File: src/rtl/alu_cmd_issuer_if.sv
// alu_cmd_issuer_if: command and response valid/ready channels of the ALU command issuer
interface alu_cmd_issuer_if;
  logic       cmd_valid;
  logic       cmd_ready;
  logic [2:0] cmd_op;
  logic [3:0] cmd_a;
  logic [3:0] cmd_b;
  logic       rsp_valid;
  logic       rsp_ready;
  logic [4:0] rsp_data;
  logic [2:0] rsp_op;
  modport master (output cmd_valid, cmd_op, cmd_a, cmd_b, rsp_ready,
                  input  cmd_ready, rsp_valid, rsp_data, rsp_op);
  modport slave  (input  cmd_valid, cmd_op, cmd_a, cmd_b, rsp_ready,
                  output cmd_ready, rsp_valid, rsp_data, rsp_op);
endinterface

File: src/rtl/alu_cmd_issuer.sv
// alu_cmd_issuer: queues ALU commands, drives the ALU pins, waits a settle time and returns each result in order.
// Define ALU_ISSUE_CHECK_EN to add a reference model with rsp_mismatch / err_sticky outputs.
module alu_cmd_issuer #(
  parameter int FIFO_DEPTH    = 4,
  parameter int SETTLE_CYCLES = 1
) (
  input  logic              clk,
  input  logic              rst_n,
  alu_cmd_issuer_if.slave   io,
  output logic [3:0]        alu_a,
  output logic [3:0]        alu_b,
  output logic              alu_s0,
  output logic              alu_s1,
  output logic              alu_s3,
  input  logic [4:0]        alu_out,
`ifdef ALU_ISSUE_CHECK_EN
  output logic              rsp_mismatch,
  output logic              err_sticky,
`endif
  output logic              busy
);
  localparam int AW = $clog2(FIFO_DEPTH);
  localparam int CW = $clog2(SETTLE_CYCLES + 1);
  typedef enum logic [1:0] {IDLE, DRIVE, HOLD} state_t;
  state_t        state_q, state_d;
  logic [AW-1:0] wr_q, wr_d, rd_q, rd_d;
  logic [AW:0]   cnt_q, cnt_d;
  logic [CW-1:0] tmr_q, tmr_d;
  logic [10:0]   mem_q [FIFO_DEPTH];
  logic [10:0]   cmd_q, cmd_d;
  logic          rsp_valid_q, rsp_valid_d;
  logic [4:0]    rsp_data_q, rsp_data_d;
  logic [2:0]    rsp_op_q, rsp_op_d;
  logic          full, empty, push, pop, sample;
  always_comb begin
    full        = cnt_q == (AW+1)'(FIFO_DEPTH);
    empty       = cnt_q == '0;
    push        = io.cmd_valid && !full;
    pop         = !empty && (state_q == IDLE || (state_q == HOLD && io.rsp_ready));
    sample      = state_q == DRIVE && tmr_q == CW'(1);
    wr_d        = push ? wr_q + 1'b1 : wr_q;
    rd_d        = pop ? rd_q + 1'b1 : rd_q;
    cnt_d       = cnt_q + (AW+1)'(push) - (AW+1)'(pop);
    state_d     = state_q;
    tmr_d       = tmr_q;
    cmd_d       = cmd_q;
    rsp_valid_d = rsp_valid_q;
    rsp_data_d  = rsp_data_q;
    rsp_op_d    = rsp_op_q;
    if (pop) begin
      cmd_d       = mem_q[rd_q];
      tmr_d       = CW'(SETTLE_CYCLES);
      rsp_valid_d = 1'b0;
      state_d     = DRIVE;
    end else if (state_q == DRIVE) begin
      tmr_d = tmr_q - CW'(1);
      if (sample) begin
        rsp_valid_d = 1'b1;
        rsp_data_d  = alu_out;
        rsp_op_d    = cmd_q[10:8];
        state_d     = HOLD;
      end
    end else if (state_q == HOLD && io.rsp_ready) begin
      rsp_valid_d = 1'b0;
      state_d     = IDLE;
    end
  end
  always_ff @(posedge clk or negedge rst_n) begin
    if (!rst_n) begin
      state_q     <= IDLE;
      wr_q        <= '0;
      rd_q        <= '0;
      cnt_q       <= '0;
      tmr_q       <= '0;
      cmd_q       <= '0;
      rsp_valid_q <= 1'b0;
      rsp_data_q  <= '0;
      rsp_op_q    <= '0;
    end else begin
      state_q     <= state_d;
      wr_q        <= wr_d;
      rd_q        <= rd_d;
      cnt_q       <= cnt_d;
      tmr_q       <= tmr_d;
      cmd_q       <= cmd_d;
      rsp_valid_q <= rsp_valid_d;
      rsp_data_q  <= rsp_data_d;
      rsp_op_q    <= rsp_op_d;
    end
  end
  // Storage needs no reset: entries are only read after being written.
  always_ff @(posedge clk) begin
    if (push) mem_q[wr_q] <= {io.cmd_op, io.cmd_a, io.cmd_b};
  end
`ifdef ALU_ISSUE_CHECK_EN
  function automatic logic [4:0] ref_alu(input logic [10:0] c);
    logic [4:0] a, b;
    a = {1'b0, c[7:4]};
    b = {1'b0, c[3:0]};
    case (c[10:8])
      3'b000:  return a + b;
      3'b001:  return a + {1'b0, ~c[3:0]} + 5'd1;
      3'b010:  return a + 5'd1;
      3'b011:  return a + 5'd15;
      3'b100:  return a & b;
      3'b101:  return a | b;
      3'b110:  return a ^ b;
      default: return {2'b00, c[7:5]};
    endcase
  endfunction
  logic mis_q, mis_d, err_q, err_d;
  always_comb begin
    mis_d = sample ? alu_out != ref_alu(cmd_q) : mis_q;
    err_d = err_q || (sample && mis_d);
  end
  always_ff @(posedge clk or negedge rst_n) begin
    if (!rst_n) begin
      mis_q <= 1'b0;
      err_q <= 1'b0;
    end else begin
      mis_q <= mis_d;
      err_q <= err_d;
    end
  end
  assign rsp_mismatch = mis_q;
  assign err_sticky   = err_q;
`endif
  assign io.cmd_ready = !full;
  assign io.rsp_valid = rsp_valid_q;
  assign io.rsp_data  = rsp_data_q;
  assign io.rsp_op    = rsp_op_q;
  assign {alu_s3, alu_s0, alu_s1} = cmd_q[10:8];
  assign alu_a        = cmd_q[7:4];
  assign alu_b        = cmd_q[3:0];
  assign busy         = state_q != IDLE || !empty;
endmodule

File: src/flat_wrapper.sv
// flat-port wrapper written by rule: the top's interface ports become plain ports
module alu_cmd_issuer_flat 
#(
  parameter int FIFO_DEPTH    = 4,
  parameter int SETTLE_CYCLES = 1
)
  (clk, rst_n, alu_a, alu_b, alu_s0, alu_s1, alu_s3, alu_out, busy, io_cmd_valid, io_cmd_op, io_cmd_a, io_cmd_b, io_rsp_ready, io_cmd_ready, io_rsp_valid, io_rsp_data, io_rsp_op);
  alu_cmd_issuer_if io_i ();
  input  logic clk;
  input  logic rst_n;
  output logic [3:0] alu_a;
  output logic [3:0] alu_b;
  output logic alu_s0;
  output logic alu_s1;
  output logic alu_s3;
  input  logic [4:0] alu_out;
  output logic busy;
  input wire logic [$bits(io_i.cmd_valid)-1:0] io_cmd_valid;
  input wire logic [$bits(io_i.cmd_op)-1:0] io_cmd_op;
  input wire logic [$bits(io_i.cmd_a)-1:0] io_cmd_a;
  input wire logic [$bits(io_i.cmd_b)-1:0] io_cmd_b;
  input wire logic [$bits(io_i.rsp_ready)-1:0] io_rsp_ready;
  output wire logic [$bits(io_i.cmd_ready)-1:0] io_cmd_ready;
  output wire logic [$bits(io_i.rsp_valid)-1:0] io_rsp_valid;
  output wire logic [$bits(io_i.rsp_data)-1:0] io_rsp_data;
  output wire logic [$bits(io_i.rsp_op)-1:0] io_rsp_op;
  assign io_i.cmd_valid = io_cmd_valid;
  assign io_i.cmd_op = io_cmd_op;
  assign io_i.cmd_a = io_cmd_a;
  assign io_i.cmd_b = io_cmd_b;
  assign io_i.rsp_ready = io_rsp_ready;
  assign io_cmd_ready = io_i.cmd_ready;
  assign io_rsp_valid = io_i.rsp_valid;
  assign io_rsp_data = io_i.rsp_data;
  assign io_rsp_op = io_i.rsp_op;
  alu_cmd_issuer #(.FIFO_DEPTH(FIFO_DEPTH), .SETTLE_CYCLES(SETTLE_CYCLES)) u_core (.clk(clk), .rst_n(rst_n), .io(io_i), .alu_a(alu_a), .alu_b(alu_b), .alu_s0(alu_s0), .alu_s1(alu_s1), .alu_s3(alu_s3), .alu_out(alu_out), .busy(busy));
endmodule
File: config.mk
export PLATFORM = sky130hd
export DESIGN_NAME = alu_cmd_issuer_flat
export DESIGN_NICKNAME = d
export VERILOG_FILES = /design/src/rtl/alu_cmd_issuer_if.sv /design/src/rtl/alu_cmd_issuer.sv /design/src/flat_wrapper.sv
export SDC_FILE = /design/constraint.sdc
export NUM_CORES = 1
export LEC_CHECK = 0
export ABC_AREA = 1
export CORE_ASPECT_RATIO = 0.8
export CORE_MARGIN = 4
export CORE_UTILIZATION = 34
export CTS_CLUSTER_SIZE = 28
export DETAILED_ROUTE_END_ITERATION = 8
export PLACE_DENSITY = 0.55
export SETUP_SLACK_MARGIN = 0.4
export SKIP_CTS_REPAIR_TIMING = 1
export SYNTH_ARGS = -nofsm -noshare
export SYNTH_HDL_FRONTEND = slang
export SYNTH_SLANG_ARGS = --single-unit
File: constraint.sdc
create_clock -name clk -period 2.1 [get_ports clk]
set_clock_uncertainty 0.1 [all_clocks]
set_input_delay 0.42 -clock clk [delete_from_list [all_inputs] [get_ports clk]]
set_output_delay 0.42 -clock clk [all_outputs]
set_load 0.005 [all_outputs]
After elaboration in Yosys (flattened, before gate mapping). Memories as Yosys holds them, arrays and structs flattened. A register that Yosys moved wholly into a read port is not among the register bits. Index checks and enable logic that the tools add are counted.

Bits in writable memories: 44. Output and inout port bits: 22. Register bits: 19. Bits of input ports: 20. Memories: 1.

Multiplexer cells: 12. $add $sub $neg: 5. Reduce and logical (&&, ||, !) cells: 16. Equality and inequality tests: 4. Bitwise operators: 1.

Memories: u_core.mem_q (depth 4, width 11, rd ports 1, clocked after memory_dff 1, wr ports 1, line alu_cmd_issuer.sv:29) `logic [10:0] mem_q [FIFO_DEPTH];`.

Operator list (number): 2-to-1 mux 1 bit (8); 2-to-1 mux 2 bit (4); adder 2 x 1 -> 2 bit, second input constant (2); logical AND 1 bit (4); nonzero test 2 bit (2); adder 3 x 1 -> 3 bit (1); equality test 3 bit, second input constant (1); zero test 1 bit (3); zero test 3 bit (1); inequality test 3 x 1 -> 1 bit, second input constant (1); AND reduction 3 bit (1); nonzero test 3 bit (1); subtractor 3 x 1 -> 3 bit (1); equality test 2 x 1 -> 1 bit, second input constant (1); equality test 2 bit, second input constant (1); zero test 2 bit (1); logical OR 1 bit (2); AND reduction 2 bit (1); inverter 1 bit (1); subtractor 1 bit, second input constant (1).

Logic depth before layout (Yosys ltp). Gate-level depths: netlist (run 1).

Depth after elaboration: 6. Depth in mapped cells: 11.

Least setup slack after synthesis (run 1). No wires, ideal clock.

Path kind: reg-to-reg. Start: register u_core.cnt_q[1]. End: register u_core.cnt_q[2]. Buffers on the path: 1. Stages on the path, launching flop included: 12. Setup time: 0.123 ns. Path slack: -0.040 ns. Arrival time: 1.917 ns. Cells stage by stage: dfrtp_1 nor2_2 nand2_2 inv_2 nor2_4 buf_8 ha_1 inv_1 ha_1 inv_1 fa_1 xnor2_1.

Elaborated cells between the ends (all ways): 8.

RTL lines: start, declared (line alu_cmd_issuer.sv:27) `logic [AW:0] cnt_q, cnt_d;`; start signal, assigned (line alu_cmd_issuer.sv:83) `cnt_q <= cnt_d;`; zero test 3 bit (line alu_cmd_issuer.sv:37) `empty = cnt_q == '0;`; zero test 1 bit (line alu_cmd_issuer.sv:39) `pop = !empty && (state_q == IDLE || (state_q == HOLD && io.rsp_ready));`; logical AND 1 bit (line alu_cmd_issuer.sv:39); net u_core.pop (line alu_cmd_issuer.sv:34) `logic full, empty, push, pop, sample;`; subtractor 3 x 1 -> 3 bit (line alu_cmd_issuer.sv:43) `cnt_d = cnt_q + (AW+1)'(push) - (AW+1)'(pop);`; net u_core.cnt_d[2] (line alu_cmd_issuer.sv:27).

The timed path passes the listed nets, and every way through them passes these cells. A chain may end at the register's enable or synchronous reset.

Final worst setup path (run 1).
Start: register u_core.cnt_q[1]. End: register u_core.cnt_q[1].

Longest elaborated chain between the ends: 5. Elaborated cells between the ends (all ways): 8.

Ends and longest elaborated chain: equality test 3 bit (line alu_cmd_issuer.sv:36) `full = cnt_q == (AW+1)'(FIFO_DEPTH);`; zero test 1 bit (line alu_cmd_issuer.sv:38) `push = io.cmd_valid && !full;`; logical AND 1 bit (line alu_cmd_issuer.sv:38); adder 3 x 1 -> 3 bit (line alu_cmd_issuer.sv:43); subtractor 3 x 1 -> 3 bit (*) (line alu_cmd_issuer.sv:43); net u_core.cnt_d[1] (line alu_cmd_issuer.sv:27).

The timed path passes the listed nets; every way through them passes the cells marked *.

==> results.rst, run 1 <==
.. list-table::
   :header-rows: 1

   * - Metric
     - Value
   * - Most used cells in the layout excluding fill and tap cells
     - nand2_1, inv_1, edfxtp_1, dfrtp_1
   * - Hold Fails Final Rpt
     - 0
   * - Endpoints failing setup
     - 0
   * - Post-layout instance count excluding filler cells
     - between 400 and 500
   * - Post-synthesis sequential element count
     - 73
   * - Outcome
     - finished, final reports clean
   * - Area grow syn2layout
     - 31.1%
   * - Compound-gate portion of the synthesized area
     - about 1.2%
   * - RD Place Congestion
     - 0.663
   * - Die width
     - 117 um
   * - Final critical path time including I/O delays and setup
     - 1.88 ns
   * - Post-Syn Nets
     - 346
   * - Nature of the critical path startpoint
     - register
   * - Starting density of the core
     - between 30% and 40%
   * - TritonCTS clock tree
     - built
   * - Met1 Track Usage GR
     - 16.7%
   * - Met2 Use GR
     - about 17%
   * - CP endpoint
     - u_core.cnt_q[1]$_DFF_PN0_
   * - Net total in the final layout
     - 406
   * - Number of standard cells after synthesis
     - 319
   * - Clock sink count
     - 73
   * - CP arrival
     - around 2.0 ns
   * - Antenna cells
     - 0
   * - Maximum clock insertion buffer count
     - 2
   * - Max capacitance violation total
     - 0
   * - Reg2reg end
     - u_core.cnt_q[1]$_DFF_PN0_
   * - Master cell of the clock root buffer
     - clkbuf_16
   * - Ratio of cells with drive above 1 in the final layout
     - 18.8%
   * - Highest clock frequency the design can meet
     - 532 MHz
   * - HPWL after DPL
     - about 4100 um
   * - 1st-pass router iterations
     - 4
   * - Detail-routed net length per standard cell
     - roughly 13 um
   * - Total power per unit cell area
     - 952 nW/um^2
   * - Clock transition at the registers of the reported paths
     - roughly 0.06 ns
   * - Row count
     - 31
   * - Top-Level Pins
     - between 40 and 50
   * - Average vias per placed instance
     - 4.19
   * - Launch instance of the worst register-to-register path
     - u_core.cnt_q[1]$_DFF_PN0_
   * - Path depth of the worst reg2reg path
     - 10
   * - Count of buffers from port buffering
     - 41
   * - Synthesis Warnings
     - 0
   * - WS Path Type
     - register to register
   * - Sequential Power Share
     - 46.2%
   * - Insertion delay to the later sink of the worst-skew pair
     - 0.32 ns
   * - Post-route clock period utilization
     - a little under 90%
   * - Core region area
     - 9150 um^2
   * - Relative max-transition margin
     - 71.6%
   * - First-pass GRT wire length
     - around 10000 um
   * - Detailed Route Iter0 Violations
     - 77
   * - Average size of a mapped cell
     - 10.1 um^2
   * - Total count of max-transition violations in the final report
     - 0
   * - Worst-margin pin slew
     - 0.425 ns
   * - Switching Fraction
     - 26.0%
   * - Power spent charging and discharging nets
     - 1.04 mW
   * - Layout Utilization
     - between 40% and 50%
   * - Most common cell after layout, fill and taps aside
     - nand2_1
   * - Dominant combinational cell family by area after synthesis
     - simple AND/OR/NAND/NOR gates
   * - VDD IR max
     - roughly 330 uV
   * - Post-synthesis share of cell area spent on full adders, half adders and majority gates
     - 2.96%
   * - Synthesized-area fraction occupied by xor and xnor cells
     - 1.09%
   * - Cell total after placement
     - approximately 480
   * - Clock share of power
     - about 38%
   * - Worst Path Max Fanout
     - 3
   * - Share of synthesized area spent on multiplexers
     - 0%
   * - Endpoint required time on the critical path
     - between 2 and 2.5 ns
   * - Cell internal pwr
     - 2.97 mW
   * - Detailed-route via count
     - 2090
   * - Design Power
     - 4.01 mW
   * - Number of buffers created by CTS
     - 9
   * - Initial antenna violation count
     - 0
   * - Mapped cell area
     - 3210 um^2
   * - Count of unique library cells instantiated by Yosys
     - 23
   * - Simple-gate portion of the synthesized area
     - 21.3%
   * - Lkg Pwr
     - between 2 and 2.5 nW
   * - Die outline height
     - 95.0 um
   * - Die Footprint
     - 11100 um^2
   * - Logic gate share of total power
     - between 10% and 20%
   * - Most used routing layer in global routing
     - met2
   * - Combined global-route utilization of all metal layers
     - between 10% and 20%
   * - Remaining antenna violation count
     - 0
   * - Aggregate global routing overflow
     - 0
   * - Endpoint kind of the worst setup timing path
     - register
   * - Path category of the worst min-delay check
     - register to register
   * - Unrepaired setup endpoints after global routing
     - yes
   * - GR met3 Demand/Resource
     - under 10%
   * - Remaining design rule violation count
     - 0
   * - Worst setup slack for register-to-register paths
     - between 0.2 and 0.25 ns
   * - Largest net degree at the start of global routing
     - 30
   * - Critical path origin
     - u_core.cnt_q[1]$_DFF_PN0_
   * - Aggregate routed wire length
     - ~6200 um
   * - Share of synthesized area occupied by flip-flops and latches
     - 63.7%
   * - H-tree depth reported by CTS
     - 3
   * - Vias in the first global route
     - slightly below 2000
## how the worst min path moves through the flow
stage                                           start                                end  cells after the start
floorplan                                       rst_n        u_core.cmd_q[0]$_DFFE_PN0P_                      0
global placement    u_core.io.rsp_data[3]$_DFFE_PN0P_  u_core.io.rsp_data[3]$_DFFE_PN0P_                      2
detailed placement  u_core.io.rsp_data[1]$_DFFE_PN0P_  u_core.io.rsp_data[1]$_DFFE_PN0P_                      2
CTS                 u_core.io.rsp_data[0]$_DFFE_PN0P_  u_core.io.rsp_data[0]$_DFFE_PN0P_                      2
global route        u_core.io.rsp_data[0]$_DFFE_PN0P_  u_core.io.rsp_data[0]$_DFFE_PN0P_                      2
finish              u_core.io.rsp_data[0]$_DFFE_PN0P_  u_core.io.rsp_data[0]$_DFFE_PN0P_                      2
## routing by layer
| metal | share of wire [%] | up-vias |
|---|---|---|
| met4 | 1.1 | 0 |
| met1 | 48 | 927 |
| met5 | 0 | - |
| li1 | - | 1094 |
| met2 | 44 | 63 |
| met3 | 7.0 | 6 |
## per-stage QoR
| stage | worst slack [ns] | hold slack [ns] | setup TNS [ns] | cell area (um^2) |
|---|---|---|---|---|
| after global placement | -0.233 | 0.361 | -0.385 | 3790 |
| final | 0.220 | 0.371 | 0 | 4210 |
| after floorplan | 0.0882 | 0.0244 | 0 | 3240 |
| after CTS | -0.0271 | 0.382 | -0.0271 | 4090 |
| after detailed placement | -0.227 | 0.367 | -0.372 | 3790 |
| after global routing | 0.157 | 0.390 | 0 | 4210 |
## area by class of cell
| class | count | area (um^2) |
|---|---|---|
| fillers | 871 | 4940 |
| flip-flops and latches | 73 | 2050 |
| multi-input cells | 174 | 887 |
| repair buffers | 58 | 596 |
| inverters | 63 | 241 |
| clock buffers | 10 | 229 |
| well taps | 115 | 144 |
| clock inverters | 6 | 67.6 |
## critical path, cell delays in order, from the launching register on
cell,delay (ns)
dfrtp_2,0.43
nor2_4,0.10
nand2_2,0.08
inv_2,0.08
nor2_4,0.05
ha_4,0.21
inv_2,0.06
ha_4,0.11
inv_2,0.03
fa_2,0.52
inv_2,0.03
## state kept, by name, indices dropped and copies added, names as in the netlist
name and flops:
u_core.cmd_q 11, u_core.cnt_q 3, u_core.io.rsp_data 5, u_core.io.rsp_op 3, u_core.mem_q 44, u_core.rd_q 2, u_core.state_q 2, u_core.tmr_q 1
u_core.wr_q 2
## cells in the mapped netlist
library cell / n / area share [%]
xor2_1: 2 / 0.55
clkinv_4: 1 / 0.27
nand2_1: 107 / 12
nor2_2: 2 / 0.39
inv_2: 6 / 0.70
nand2_2: 20 / 3.9
ha_1: 6 / 2.3
buf_6: 1 / 0.35
nor2_1: 5 / 0.58
buf_4: 4 / 0.93
xnor2_1: 2 / 0.55
nand3_1: 23 / 3.6
nor2_4: 1 / 0.35
edfxtp_1: 44 / 41
buf_8: 1 / 0.47
o21ai_4: 1 / 0.51
o21ai_1: 2 / 0.31
dfrtp_1: 29 / 23
buf_2: 3 / 0.47
fa_1: 1 / 0.62
inv_1: 56 / 6.5
a21oi_2: 1 / 0.27
o21ai_0: 1 / 0.16
## power by group through the flow
stage	sequential [mW]	clock [mW]	combinational [mW]
global placement	1.87	0	0.618
global route	1.87	1.61	0.763
finish	1.85	1.50	0.657
floorplan	1.86	0	0.402
detailed placement	1.88	0	0.637
CTS	1.85	1.53	0.636
## kinds of logic (layout without fill, tap and decap cells)
logic type	Yosys count	after routing
adders and majority gates	7	7
DFF	73	73
and+or+nand+nor	158	158
AOI/OAI and AO/OA	5	5
xor gates and xnor gates	4	4
buffers and inverters	72	137
Power figures use the tool's default switching activity.
==> inputs of run 2 (changes only) <==
==> constraint.sdc (replaced) <==
create_clock -name clk -period 2.1 [get_ports clk]
set_clock_uncertainty 0.1 [all_clocks]
set_input_delay 0.21 -clock clk [delete_from_list [all_inputs] [get_ports clk]]
set_output_delay 0.21 -clock clk [all_outputs]
set_load 0.005 [all_outputs]
==> run 2 against run 1 <==
Against the previous run: core utilization decreased by 1.1 points; clock power about the same; worst setup slack got worse by 0.0054 ns; die area unchanged; highest routed layer unchanged.
==> results.rst, run 2 (synthesis gave the netlist of run 1 again) <==
.. list-table::
   :header-rows: 1

   * - Metric
     - Value
   * - Outcome
     - finished, final reports clean
   * - Endpoint required time on the critical path
     - 2.23 ns
   * - Largest net degree at the start of global routing
     - 30
   * - Clock share of power
     - 37.2%
   * - RD Place Congestion
     - 0.685
   * - Core region area
     - about 9000 um^2
   * - Post-layout instance count excluding filler cells
     - 492
   * - Detailed Route Iter0 Violations
     - 78
   * - Total count of max-transition violations in the final report
     - 0
   * - Aggregate global routing overflow
     - 0
   * - Lkg Pwr
     - 1.89 nW
   * - Antenna cells
     - 0
   * - Die outline height
     - 95.0 um
   * - Row count
     - 31
   * - Total power per unit cell area
     - a little under 1000 nW/um^2
   * - Net total in the final layout
     - 399
   * - Post-route clock period utilization
     - 89.8%
   * - Design Power
     - just over 4 mW
   * - Endpoint kind of the worst setup timing path
     - register
   * - Most common cell after layout, fill and taps aside
     - nand2_1
   * - TritonCTS clock tree
     - built
   * - Power spent charging and discharging nets
     - 1.05 mW
   * - Starting density of the core
     - around a third
   * - Post-route standard cell area excluding fillers
     - 4110 um^2
   * - Endpoints failing setup
     - 0
   * - Aggregate routed wire length
     - 6230 um
   * - Clock transition at the registers of the reported paths
     - approximately 0.06 ns
   * - Cell internal pwr
     - 2.98 mW
   * - Most used cells in the layout excluding fill and tap cells
     - nand2_1, inv_1, edfxtp_1, clkdlybuf4s50_1, dfrtp_1
   * - Top-Level Pins
     - 42
   * - Relative max-transition margin
     - 71.4%
   * - Combined global-route utilization of all metal layers
     - 12.1%
   * - Final critical path time including I/O delays and setup
     - between 1.5 and 2 ns
   * - Unrepaired setup endpoints after global routing
     - yes
   * - Max capacitance violation total
     - 0
   * - CP arrival
     - 2.01 ns
   * - Worst Path Max Fanout
     - 3
   * - Logic gate share of total power
     - approximately 17%
   * - Cell total after placement
     - roughly 470
   * - First-pass GRT wire length
     - 10000 um
   * - Remaining antenna violation count
     - 0
   * - HPWL after DPL
     - approximately 4000 um
   * - Vias in the first global route
     - 1931
   * - WS Path Type
     - register to register
   * - Initial antenna violation count
     - 0
   * - Ratio of cells with drive above 1 in the final layout
     - approximately 17%
   * - Area grow syn2layout
     - 28.0%
   * - Sequential Power Share
     - 46.1%
   * - Detail-routed net length per standard cell
     - 12.7 um
   * - Largest Register
     - u_core.mem_q
   * - Switching Fraction
     - 26.1%
   * - Insertion delay to the later sink of the worst-skew pair
     - 0.33 ns
   * - Clock sink count
     - 73
   * - Number of buffers created by CTS
     - 9
   * - Max FFs per register
     - 44
   * - Maximum clock insertion buffer count
     - 2
   * - Worst-margin pin slew
     - 0.429 ns
   * - Nature of the critical path startpoint
     - register
   * - Detailed-route via count
     - 2068
   * - Placement-stage cell area
     - 3780 um^2
   * - Die width
     - approximately 120 um
   * - H-tree depth reported by CTS
     - 3
   * - Master cell of the clock root buffer
     - clkbuf_16
   * - Count of buffers from port buffering
     - 41
   * - Remaining design rule violation count
     - 0
   * - Highest clock frequency the design can meet
     - 530 MHz
   * - VDD IR max
     - 310 uV
   * - Average vias per placed instance
     - 4.20
   * - Die Footprint
     - 11100 um^2
   * - 1st-pass router iterations
     - 6
   * - Hold Fails Final Rpt
     - 0
   * - Path category of the worst min-delay check
     - input pin to async pin
run 2: layer usage:
layer  global-route usage, %  vias to the layer above  share of wire, %
met5                       0                        -                 0
met2                    17.8                       41                43
li1                        -                     1079                 -
met4                    4.11                        0               1.5
met3                    3.97                        8               5.1
met1                    16.7                      940                50
run 2: critical path, stage by stage (launching register included):
cell     delay, ns
dfrtp_2       0.44
nor2_4        0.10
nand2_2       0.07
inv_2         0.07
nor2_4        0.05
ha_4          0.20
inv_2         0.05
ha_4          0.12
inv_2         0.03
fa_2          0.51
inv_1         0.04
run 2: path summary, 6_finish.rpt:
check                      cells after the start  slack [ns]                              start                                end
max                                           10        0.21          u_core.cnt_q[1]$_DFF_PN0_          u_core.cnt_q[1]$_DFF_PN0_
max in group asynchronous                      2        1.44                              rst_n          u_core.cnt_q[1]$_DFF_PN0_
min reg2reg                                    2        0.37  u_core.io.rsp_data[1]$_DFFE_PN0P_  u_core.io.rsp_data[1]$_DFFE_PN0P_
max reg2reg                                   10        0.21          u_core.cnt_q[1]$_DFF_PN0_          u_core.cnt_q[1]$_DFF_PN0_
min                                            2        0.17                              rst_n  u_core.io.rsp_data[3]$_DFFE_PN0P_
min in group clk                               3        0.32                         alu_out[2]  u_core.io.rsp_data[2]$_DFFE_PN0P_
run 2: cell type report:
cell class	count	area, um^2
timing repair buffer	51	490
clock buffer	10	229
sequential	73	2050
fill	883	5040
tap	115	144
inverter	63	241
clock inverter	6	66.3
multi-input combinational	174	895
run 2: metrics by stage:
stage	TNS [ns]	hold WS, ns	utilization [%]	setup slack (ns)
4_1_cts	0	0.177	44.6	0.160
3_3_place_gp	-0.0217	0.360	41.3	-0.0217
3_5_place_dp	-0.0216	0.364	41.3	-0.0216
2_1_floorplan	0	-0.186	-	0.0882
5_1_grt	0	0.195	44.9	0.154
6_report	0	0.167	44.9	0.214
run 2: power by group through the flow:
| stage | clock network, mW | registers (mW) | logic (mW) |
|---|---|---|---|
| floorplan | 0 | 1.86 | 0.402 |
| global placement | 0 | 1.87 | 0.613 |
| detailed placement | 0 | 1.88 | 0.631 |
| CTS | 1.54 | 1.85 | 0.633 |
| global route | 1.60 | 1.88 | 0.777 |
| finish | 1.50 | 1.85 | 0.673 |
